**src/rtl/game_timer_screen.sv**
```systemverilog
// BCD stopwatch with best-time register, drawing both times as 4x7 segment digits on a 96x64 OLED.
// Define NEW_BEST_BLINK_EN to blink the best field after a new record; otherwise it stays steady.
module game_timer_screen #(
  parameter int unsigned TICK_DIV  = 6250000,
  parameter int unsigned DIGITS    = 3,
  parameter int unsigned TT_X0     = 54,
  parameter int unsigned TT_Y0     = 25,
  parameter int unsigned BT_X0     = 54,
  parameter int unsigned BT_Y0     = 47,
  parameter logic [15:0] FG_COLOUR = 16'h07E0,
  parameter logic [15:0] BG_COLOUR = 16'h0000
) (
  input  logic                  clk,
  input  logic                  reset,
  input  logic                  start,
  input  logic                  stop,
  input  logic [6:0]            x,
  input  logic [5:0]            y,
  output logic [15:0]           oled_data,
  output logic                  pixel_on,
  output logic [4*DIGITS-1:0]   time_bcd,
  output logic [4*DIGITS-1:0]   best_bcd,
  output logic                  best_valid,
  output logic                  new_best,
  output logic                  running
);
  localparam int unsigned   TW       = (TICK_DIV > 1) ? $clog2(TICK_DIV) : 1;
  localparam logic [TW-1:0] TICK_MAX = TW'(TICK_DIV - 1);
  localparam int unsigned   BW       = 4 * DIGITS;
  localparam logic [BW-1:0] ALL9     = {DIGITS{4'h9}};

  typedef enum logic [1:0] {IDLE, RUN, SHOW} state_t;
  state_t r_state, w_state_nxt;

  logic [TW-1:0] r_tick;
  logic [BW-1:0] r_live, r_time, r_best, w_live_inc, w_tt_val;
  logic          r_best_valid, r_new_best, r_pix;
  logic [15:0]   r_oled;
  logic          w_clear, w_latch, w_tick, w_better, w_best_vis, w_pix;

  // Segment mask {a,b,c,d,e,f,g}; non-decimal codes render blank.
  function automatic logic [6:0] seg_mask(input logic [3:0] d);
    case (d)
      4'd0:    seg_mask = 7'b1111110;
      4'd1:    seg_mask = 7'b0110000;
      4'd2:    seg_mask = 7'b1101101;
      4'd3:    seg_mask = 7'b1111001;
      4'd4:    seg_mask = 7'b0110011;
      4'd5:    seg_mask = 7'b1011011;
      4'd6:    seg_mask = 7'b1011111;
      4'd7:    seg_mask = 7'b1110000;
      4'd8:    seg_mask = 7'b1111111;
      4'd9:    seg_mask = 7'b1111011;
      default: seg_mask = 7'b0000000;
    endcase
  endfunction

  function automatic logic seg_pixel(input logic [6:0] m, input int unsigned c, input int unsigned r);
    return (m[6] && r == 0) || (m[5] && c == 3 && r <= 3) || (m[4] && c == 3 && r >= 3) ||
           (m[3] && r == 6) || (m[2] && c == 0 && r >= 3) || (m[1] && c == 0 && r <= 3) ||
           (m[0] && r == 3);
  endfunction

  function automatic logic field_on(input logic [BW-1:0] val, input int unsigned x0,
                                    input int unsigned y0, input int unsigned px,
                                    input int unsigned py);
    logic        hit;
    int unsigned cx;
    hit = 1'b0;
    if (py >= y0 && py < y0 + 7) begin
      for (int unsigned i = 0; i < DIGITS; i++) begin
        cx = x0 + 6 * i;
        if (px >= cx && px < cx + 4)
          hit = hit | seg_pixel(seg_mask(4'(val >> (4 * (DIGITS - 1 - i)))), px - cx, py - y0);
      end
    end
    return hit;
  endfunction

  // Stop has priority over start in RUN; in SHOW a simultaneous stop is simply ignored.
  assign w_latch  = (r_state == RUN) && stop;
  assign w_clear  = start && !w_latch;
  assign w_tick   = (r_state == RUN) && (r_tick == TICK_MAX);
  assign w_better = !r_best_valid || (r_live < r_best);

  always_comb begin
    w_state_nxt = r_state;
    case (r_state)
      IDLE:    if (start) w_state_nxt = RUN;
      RUN:     if (stop) w_state_nxt = SHOW;
      SHOW:    if (start) w_state_nxt = RUN;
      default: w_state_nxt = IDLE;
    endcase
  end

  always_ff @(posedge clk) begin
    if (reset) r_state <= IDLE;
    else       r_state <= w_state_nxt;
  end

  always_comb begin
    logic       carry;
    logic [3:0] dig;
    w_live_inc = r_live;
    carry      = 1'b1;
    dig        = 4'd0;
    for (int unsigned i = 0; i < DIGITS; i++) begin
      dig = 4'(r_live >> (4 * i));
      if (carry) begin
        if (dig == 4'd9) dig = 4'd0;
        else begin
          dig   = dig + 4'd1;
          carry = 1'b0;
        end
        w_live_inc = (w_live_inc & ~(BW'(4'hF) << (4 * i))) | (BW'(dig) << (4 * i));
      end
    end
    if (r_live == ALL9) w_live_inc = r_live;
  end

  always_ff @(posedge clk) begin
    if (reset) begin
      r_tick       <= '0;
      r_live       <= '0;
      r_time       <= '0;
      r_best       <= '0;
      r_best_valid <= 1'b0;
      r_new_best   <= 1'b0;
    end else begin
      if (w_clear) begin
        r_tick <= '0;
        r_live <= '0;
      end else if (r_state == RUN && !stop) begin
        r_tick <= w_tick ? '0 : r_tick + 1'b1;
        if (w_tick) r_live <= w_live_inc;
      end
      if (w_latch) begin
        r_time <= r_live;
        if (w_better) begin
          r_best       <= r_live;
          r_best_valid <= 1'b1;
          r_new_best   <= 1'b1;
        end else begin
          r_new_best   <= 1'b0;
        end
      end
    end
  end

`ifdef NEW_BEST_BLINK_EN
  logic [TW-1:0] r_bdiv;
  logic [1:0]    r_bphase;

  // Phase counts ticks since the last stop; bit 1 set means the blank half of the blink.
  always_ff @(posedge clk) begin
    if (reset || w_latch) begin
      r_bdiv   <= '0;
      r_bphase <= '0;
    end else if (r_bdiv == TICK_MAX) begin
      r_bdiv   <= '0;
      r_bphase <= r_bphase + 2'd1;
    end else begin
      r_bdiv   <= r_bdiv + 1'b1;
    end
  end

  assign w_best_vis = r_best_valid && !(r_new_best && (r_state != RUN) && r_bphase[1]);
`else
  assign w_best_vis = r_best_valid;
`endif

  assign w_tt_val = (r_state == RUN) ? r_live : r_time;
  assign w_pix    = field_on(w_tt_val, TT_X0, TT_Y0, 32'(x), 32'(y)) ||
                    (w_best_vis && field_on(r_best, BT_X0, BT_Y0, 32'(x), 32'(y)));

  always_ff @(posedge clk) begin
    if (reset) begin
      r_oled <= BG_COLOUR;
      r_pix  <= 1'b0;
    end else begin
      r_oled <= w_pix ? FG_COLOUR : BG_COLOUR;
      r_pix  <= w_pix;
    end
  end

  assign oled_data  = r_oled;
  assign pixel_on   = r_pix;
  assign time_bcd   = r_time;
  assign best_bcd   = r_best;
  assign best_valid = r_best_valid;
  assign new_best   = r_new_best;
  assign running    = (r_state == RUN);
endmodule
```
**config.mk**
```make
export PLATFORM = sky130hd
export DESIGN_NAME = game_timer_screen
export DESIGN_NICKNAME = d
export VERILOG_FILES = /design/src/rtl/game_timer_screen.sv
export SDC_FILE = /design/constraint.sdc
export NUM_CORES = 1
export LEC_CHECK = 0
export CORE_AREA = 2 2 164 86
export CTS_BUF_LIST = sky130_fd_sc_hd__clkbuf_16
export DETAILED_ROUTE_END_ITERATION = 8
export DIE_AREA = 0 0 166 88
export GPL_ROUTABILITY_DRIVEN = 0
export PLACE_DENSITY = 0.62
export SLEW_MARGIN = 15
export SYNTH_ARGS = -nofsm -noshare
export SYNTH_HDL_FRONTEND = slang
export SYNTH_SLANG_ARGS = --single-unit
```
**constraint.sdc**
```tcl
create_clock -name clk -period 7.06 [get_ports clk]
set_input_delay 0.706 -clock clk [delete_from_list [all_inputs] [get_ports clk]]
set_output_delay 0.706 -clock clk [all_outputs]
set_load 0.03 [all_outputs]
```
==> results of run 1 <==
power breakdown:
group          switching [uW]  internal [uW]
Clock                     214            316
Combinational            58.4           28.6
Sequential               2.01            481
Total                     275            825
per-layer routing:
layer / part of all wire, % / vias to the layer above
met4: 1.2 / 0
met1: 52 / 2409
met5: 0 / -
li1: - / 2506
met3: 8.6 / 16
met2: 38 / 196
Yosys cell counts (14+ instances only):
cell type   n  share of area [%]
nor3_1     19                1.6
a31oi_1    14                1.5
ha_1       50                 11
dfxtp_1    85                 29
o21ai_0    26                2.3
nand3_1    16                1.4
mux2i_1    18                3.1
nand2_1    68                4.4
nor2_1     78                5.1
clkbuf_1   19                1.2
buf_4      17                2.2
inv_1      42                2.7
xor2_1     18                2.7
a21oi_1    52                4.5
per-stage QoR:
stage               util [%]  worst slack, ns  total power (uW)  hold WS [ns]
floorplan                  -             3.77               559         0.460
global placement        47.4             3.67               577         0.468
detailed placement      47.4             3.55               579         0.483
CTS                     49.9             3.65              1110         0.492
global route            49.9             3.24              1130         0.511
finish                  49.9             3.61              1100         0.489
worst max-delay path: stages, from the launching register on:
cell	delay [ns]
dfxtp_1	0.37
nand2b_1	0.45
buf_4	0.34
inv_4	0.13
nand2_4	0.20
a41o_1	0.12
a21o_1	0.08
buf_4	0.38
mux2i_1	0.16
nor2_1	0.25
inv_1	0.13
ha_1	0.31
mux2_2	0.27
a21oi_1	0.16
how the worst max path moves through the flow:
stage / from / slack [ns] / end / cells past startpoint
6_report: r_state[1] / 3.61 / register / 13
4_1_cts: r_state[1] / 3.65 / register / 13
5_1_grt: r_state[1] / 3.24 / oled_data[9] / 14
3_3_place_gp: stop / 3.67 / register / 11
3_5_place_dp: stop / 3.55 / register / 11
2_1_floorplan: best_bcd[6] / 3.77 / register / 15
cell type report:
| type | count | area (um2) |
|---|---|---|
| fill | 1235 | 6600 |
| inverter | 44 | 168 |
| clock inverter | 7 | 105 |
| sequential | 85 | 1700 |
| timing repair buffer | 53 | 523 |
| tap | 176 | 220 |
| clock buffer | 9 | 225 |
| multi-input combinational | 543 | 3630 |
logic make-up after synthesis:
group / Yosys count
multiplexers: 26
XOR/XNOR: 28
adder cells (fa/ha/maj): 50
AND/OR/NAND/NOR: 270
flip-flops: 85
AO/OA/AOI/OAI: 159
buffers and inverters: 95
other: 1
==> impl_metrics.toml, run 1 <==
[hold_path]
whs_endpoint = "time_bcd[3]"
worstHoldStart = "time_bcd[3]"
hold_path_class = "reg2reg"
hold_depth = 2

[power]
p_leak_uw = 0.00255
powerDensity_nw_per_um2 = 167
vdd_drop_max_mv = 0.102

[setup_path]
arrival_ns = 3.73
worstReg2RegStart = "r_state[1]"
crit_type = "reg2reg"
r2r_slack_ns = 3.61
end_kind = "register"
cp_max_fo = 35
rr_worst_depth = 13
crit_path_start_kind = "register"
worstPathRequired_ns = 7.34

[clock_tree]
clockBufferDepth = 2
cts_tree = "yes"
cts_root_buf = "clkbuf_16"
cts.sink_count = 85
cts_setup_buffers = 0
clkSlewWorstSetupHoldPaths_ns = 0.07
ctsResizeCount = 0
cts_hold_buffers = 0
clk_latency_ns = 0.35
htree_num_levels = 3
cts_inserted_buffers = 9

[synthesis]
ys_ff_latch = 85
syn_inst = 714
synth.avg_cell_area_um2 = 8.08
synth_compound_area_share_pct = 18.3
synthMuxAreaShare_pct = 5.23
yosysWarnings = 0
ys_async_sr_fraction_pct = 0
yosys.cell_types.count = 82
ys_seq_area_share_pct = 29.5
synth-adder-area-share_pct = 10.8
synth_area_um2 = 5770
synth_simple_gate_area_share_pct = 23.7
synth_xor_area_share_pct = 4.25
synth_top_family_by_area = "simple AND/OR/NAND/NOR gates"
synth-main-ff-cell = "dfxtp_1"
synth_edf_count = 0

[timing]
rsz0062_at_grt = "false"
relSlewSlack_pct = 39.6
drv_slew = 0
fin_crit_ns = 3.45
fmax_mhz = 290
fin_worst_skew_ns = 0.0105
fin_tns_setup_ns = 0
fin_crit_sh_pct = 48.8
finalHoldViolations = 0
tightestPinTransition_ns = 0.905
setup_viol = 0

[routing]
drt-vias-per-instance = 5.59
vias = 5127
ant_nets = 0
drtPass1Iterations = 5
route.detailed.drc = 0
drt_wl_total_um = 15700
wl_per_cell_um = 17.1
drt_iter0_drc = 467

[global_route]
grt_pass1_wl_um = 24500
use_met2_pct = 30.3
antenna_found_initial = 0
gr-usage-all-layers_pct = 21.7
use_met3_pct = 5.56
overflow = 0
grt_pass1_vias = 4649
grt_max_degree = 40
grt_busiest_layer = "met1"
grt.met1_usage_pct = 32.3

[finish]
syn_to_final_growth_pct = 14.0
antenna_cells = 0
final_cell_mix = "85 x dfxtp_1, 78 x nor2_1, 68 x nand2_1"
final_area_um2 = 6580
instances_no_fill = 917
drive_gt1_share_pct = 6.07
final_common_cell = "dfxtp_1"
fin_nets = 803

[floorplanning]
start_util_pct = 43.8
placementRows = 30
boundaryPins = 61
die_w_um = 166
die_h_um = 88
coreArea_um2 = 13200
dieArea_um2 = 14600

[status]
outcome = "finished clean"

[placement]
port_buffers = 50
dp_hpwl_um = 12000
place_inst = 901
dpl-instance-area_um2 = 6240

[job]
timing.max_cap.violations = 0
Note: power is estimated with default switching activity, not from simulation.
==> run 2: changes to the inputs <==
- PLACE_DENSITY: 0.62 -> 0.64
- clock period: 7.06 -> 2.9 ns (I/O delays scaled with it)
==> impl_metrics.toml, run 2 (synthesis gave the netlist of run 1 again) <==
[global_route]
grt_pass1_vias = 5031
gr-usage-all-layers_pct = 22.2
grt_busiest_layer = "met1"
overflow = 0
use_met3_pct = 7.18
use_met2_pct = 31.6
grt_max_degree = 24
antenna_found_initial = 0
grt_pass1_wl_um = 25700
grt.met1_usage_pct = 32.5

[placement]
place_ws_ns = -0.0732
port_buffers = 50
dpl-instance-area_um2 = 6650
dp_hpwl_um = 12500

[floorplanning]
placementRows = 30
die_w_um = 166
die_h_um = 88
boundaryPins = 61
start_util_pct = 43.8
dieArea_um2 = 14600
coreArea_um2 = 13200

[timing]
relSlewSlack_pct = 55.9
fin_crit_ns = 2.75
tightestPinTransition_ns = 0.660
fin_crit_sh_pct = 95.0
fin_worst_skew_ns = 0.0106
rsz0062_at_grt = "true"
fmax_mhz = 363
setup_ws_ns = 0.145
drv_slew = 0
finalHoldViolations = 0
setup_viol = 0

[clock_tree]
cts_inserted_buffers = 9
clk_latency_ns = 0.34
clkSlewWorstSetupHoldPaths_ns = 0.06
cts_root_buf = "clkbuf_16"
htree_num_levels = 3
cts_tree = "yes"
cts_hold_buffers = 0
cts.sink_count = 85
clockBufferDepth = 2

[setup_path]
rr_worst_depth = 11
worstPathRequired_ns = 3.10
cp_common_cell = "a31oi_1"
cp_max_fo = 16
end_kind = "register"
cp-startpoint = "best_bcd[2]"
crit_path_start_kind = "register"
arrival_ns = 2.95
critPathSlowestCell = "a311oi_4"
crit_type = "reg2reg"
crit_path_max_incr_delay_ns = 0.41
worstReg2RegStart = "best_bcd[2]"
worstPathCellList = "inv_4, ha_1, a211o_1, a31oi_1, o21ai_2, a21o_4, buf_12, mux2i_1, or2_0, a311oi_4, a31oi_1"
r2r_slack_ns = 0.15

[power]
vdd_drop_max_mv = 0.240
p_leak_uw = 0.00282
powerDensity_nw_per_um2 = 379
finalPower_uw = 2710

[job]
timing.max_cap.violations = 0

[finish]
fin_nets = 856
final_cell_mix = "74 x dfxtp_1, 71 x nor2_1, 67 x nand2_1"
antenna_cells = 0
final_area_um2 = 7150
n_fill_cell = 1193
syn_to_final_growth_pct = 24.0
drive_gt1_share_pct = 17.3
final_common_cell = "dfxtp_1"

[routing]
vias = 5391
route.detailed.drc = 0
drt_iter0_drc = 657
ant_nets = 0
wl_per_cell_um = 16.6
drt-vias-per-instance = 5.56
drt_wl_total_um = 16100
drtPass1Iterations = 5

[hold_path]
hold_path_class = "reg2reg"

[status]
outcome = "finished clean"
==> run 2: cell types whose count changed in the layout (fill, tap and decap cells not counted), moves of 6 or more <==
cell	change
dfxtp_1	-11
buf_4	+51
nor2_2	+6
dfxtp_2	+8
nor2_1	-7
==> run 2: worst min path at each step <==
stage,from,endpoint,slack (ns),depth (start not counted)
after floorplan,start,r_state[0],0.44,2
after detailed placement,time_bcd[11],time_bcd[11],0.48,2
after global routing,time_bcd[11],time_bcd[11],0.50,2
after CTS,time_bcd[11],time_bcd[11],0.49,2
final,time_bcd[11],time_bcd[11],0.48,2
after global placement,r_tick[1],r_tick[1],0.48,2
==> run 2: cell type report <==
class | instances | area (um2) | area share (%)
multi-input combinational | 543 | 3760 | 52.5
sequential | 85 | 1720 | 24.1
timing repair buffer | 106 | 946 | 13.2
clock buffer | 10 | 250 | 3.50
tap | 176 | 220 | 3.08
inverter | 44 | 173 | 2.41
clock inverter | 6 | 85.1 | 1.19
==> run 2: critical path: cells and delay by family, from the launching register on <==
family | cells | cell delay (ns)
DFF | 1 | 0.37
and+or+nand+nor | 1 | 0.28
muxes | 1 | 0.11
AOI/OAI and AO/OA | 6 | 1.35
adders and majority gates | 1 | 0.30
buffers and inverters | 2 | 0.21
==> run 2: through the flow <==
stage	cells	utilization (%)	hold WS, ns	setup TNS [ns]
5_1_grt	970	54.3	0.503	-0.0171
2_1_floorplan	723	-	0.443	0
3_5_place_dp	948	50.5	0.483	-0.174
6_report	970	54.3	0.483	0
4_1_cts	964	53.0	0.493	0
3_3_place_gp	948	50.5	0.476	0
==> run 2: repair_timing <==
item,CTS,global route
resized for setup,1,35
endpoints found under the setup margin,13,22
pin swaps,0,7
setup buffers,0,6
==> run 2: power by group <==
part	total, uW	internal (uW)	switching [uW]
registers	1170	1170	2.90
clock network	1290	806	484
logic	253	96.8	156
==> run 2: metal layers <==
layer  vias to the layer above  share of wire [%]
met5                         -                  0
met4                         0               0.76
met3                        11                 11
met2                       230                 39
met1                      2534                 50
li1                       2616                  -
==> run 3: changes to the inputs <==
- CORE_AREA: 2 2 164 86 -> 3 3 165 87
- DIE_AREA: 0 0 166 88 -> 0 0 168 90
==> impl_metrics.toml, run 3 (synthesis gave the netlist of run 1 again) <==
[status]
outcome = "finished clean"

[power]
internal_power_uw = 2020
pwr-share-clk_pct = 46.3
seq_power_share_pct = 43.9
p_sw_share_pct = 24.0
p_leak_uw = 0.00287
powerDensity_nw_per_um2 = 373
power_frac_comb_pct = 9.8
p_switching_uw = 640
vdd_drop_max_mv = 0.276

[placement]
dpl-instance-area_um2 = 6720
dp_hpwl_um = 11500
place_ws_ns = -0.0853
port_buffers = 50

[timing]
fmax_mhz = 368
fin_worst_skew_ns = 0.00554
tightestPinTransition_ns = 0.605
setup_viol = 0
setup_ws_ns = 0.179
drv_slew = 0
relSlewSlack_pct = 59.1
fin_crit_sh_pct = 93.8
fin_crit_ns = 2.72
finalHoldViolations = 0
rsz0062_at_grt = "false"

[setup_path]
worstPathRequired_ns = 3.11
cp_max_fo = 10
crit_path_max_incr_delay_ns = 0.46
worstReg2RegStart = "best_bcd[5]"
arrival_ns = 2.93
worst-path-buf-inv = 2
cp_common_cell = "a21oi_1"
cp-startpoint = "best_bcd[5]"
end_kind = "register"
crit_type = "reg2reg"
r2r_slack_ns = 0.18
rr_worst_depth = 11
crit_path_start_kind = "register"
cp_top_family = "compound AO/OA/AOI/OAI gates"
worstPathCellList = "inv_1, ha_1, a21oi_1, o21ai_0, a41o_1, a21o_4, buf_12, mux2i_1, or2_0, a311oi_4, a21oi_1"
path_depth = 11
critPathSlowestCell = "a311oi_4"

[global_route]
grt_max_degree = 24
antenna_found_initial = 0
gr-usage-all-layers_pct = 19.3
grt_pass1_vias = 4723
overflow = 0
grt_pass1_wl_um = 24200

[finish]
antenna_cells = 0
fin_nets = 864
drive_gt1_share_pct = 16.2
fin_util_pct = 56.1
final_cell_mix = "74 x dfxtp_1, 73 x nor2_1, 68 x nand2_1"
final_common_cell = "dfxtp_1"
final_area_um2 = 7140
syn_to_final_growth_pct = 23.8

[routing]
drtPass1Iterations = 5
drt_iter0_drc = 390
vias = 5167
drt-vias-per-instance = 5.32
wl_per_cell_um = 15.4
ant_nets = 0
drt_wl_total_um = 15000
route.detailed.drc = 0

[floorplanning]
start_util_pct = 45.3
boundaryPins = 61
die_w_um = 168
placementRows = 29
coreArea_um2 = 12700
die_h_um = 90
dieArea_um2 = 15100

[clock_tree]
clkSlewWorstSetupHoldPaths_ns = 0.06
cts_root_buf = "clkbuf_16"
cts_inserted_buffers = 9
cts_tree = "yes"
htree_num_levels = 3
clockBufferDepth = 2
clk_latency_ns = 0.34
cts.sink_count = 85

[job]
timing.max_cap.violations = 0

[hold_path]
hold_path_class = "reg2reg"
hold_depth = 2
-- run 3: cell count changes in the layout (fill, tap and decap cells not counted), sizes merged --
cell	before	now
clkinvlp	1	0
inv	45	47
buf	56	63
-- run 3: what timing repair did --
action | 4_1_cts | 5_1_grt
resized for setup | 2 | 15
setup buffers | 0 | 2
hold buffers | 0 | 0
cloned | 0 | 1
pin swaps | 0 | 4
setup endpoints to repair | 2 | 22
-- run 3: worst min-delay path, stage by stage, from the launching register on --
cell,delay [ns]
dfxtp_1,0.32
nand2_1,0.06
a21oi_1,0.05
-- run 3: per-layer routing --
layer,global-route usage (%),share of wire [%],wire length [um]
met3,4.51,6.7,1000
met5,0,0,0
met2,28.9,43,6370
met4,4.15,1.0,157
met1,28.3,50,7440
-- run 3: worst min path at each step --
stage                 from     endpoint  slack, ns
2_1_floorplan        start   r_state[0]       0.44
3_3_place_gp   time_bcd[3]  time_bcd[3]       0.47
3_5_place_dp   time_bcd[3]  time_bcd[3]       0.47
4_1_cts        time_bcd[3]  time_bcd[3]       0.47
5_1_grt        time_bcd[3]  time_bcd[3]       0.50
6_report       time_bcd[3]  time_bcd[3]       0.48
-- run 3: final cells by class --
cell class | count | area [um2]
clock buffers | 9 | 225
flip-flops and latches | 85 | 1720
fillers | 1161 | 5590
multi-input cells | 543 | 3700
repair buffers | 114 | 1020
well taps | 170 | 213
inverters | 44 | 170
clock inverters | 7 | 88.8
-- run 3: power groups by stage --
stage	clock network [uW]	logic [uW]	registers, uW
2_1_floorplan	0	161	1200
3_3_place_gp	0	247	1200
3_5_place_dp	0	247	1200
4_1_cts	1250	249	1170
5_1_grt	1290	281	1170
6_report	1230	261	1170
-- run 3: through the flow --
step / TNS, ns / cells / hold slack, ns / power (uW)
floorplan: 0 / 723 / 0.443 / 1360
global placement: -0.0244 / 953 / 0.467 / 1440
detailed placement: -0.0853 / 953 / 0.466 / 1440
CTS: 0 / 969 / 0.475 / 2670
global route: 0 / 972 / 0.497 / 2740
finish: 0 / 972 / 0.478 / 2660
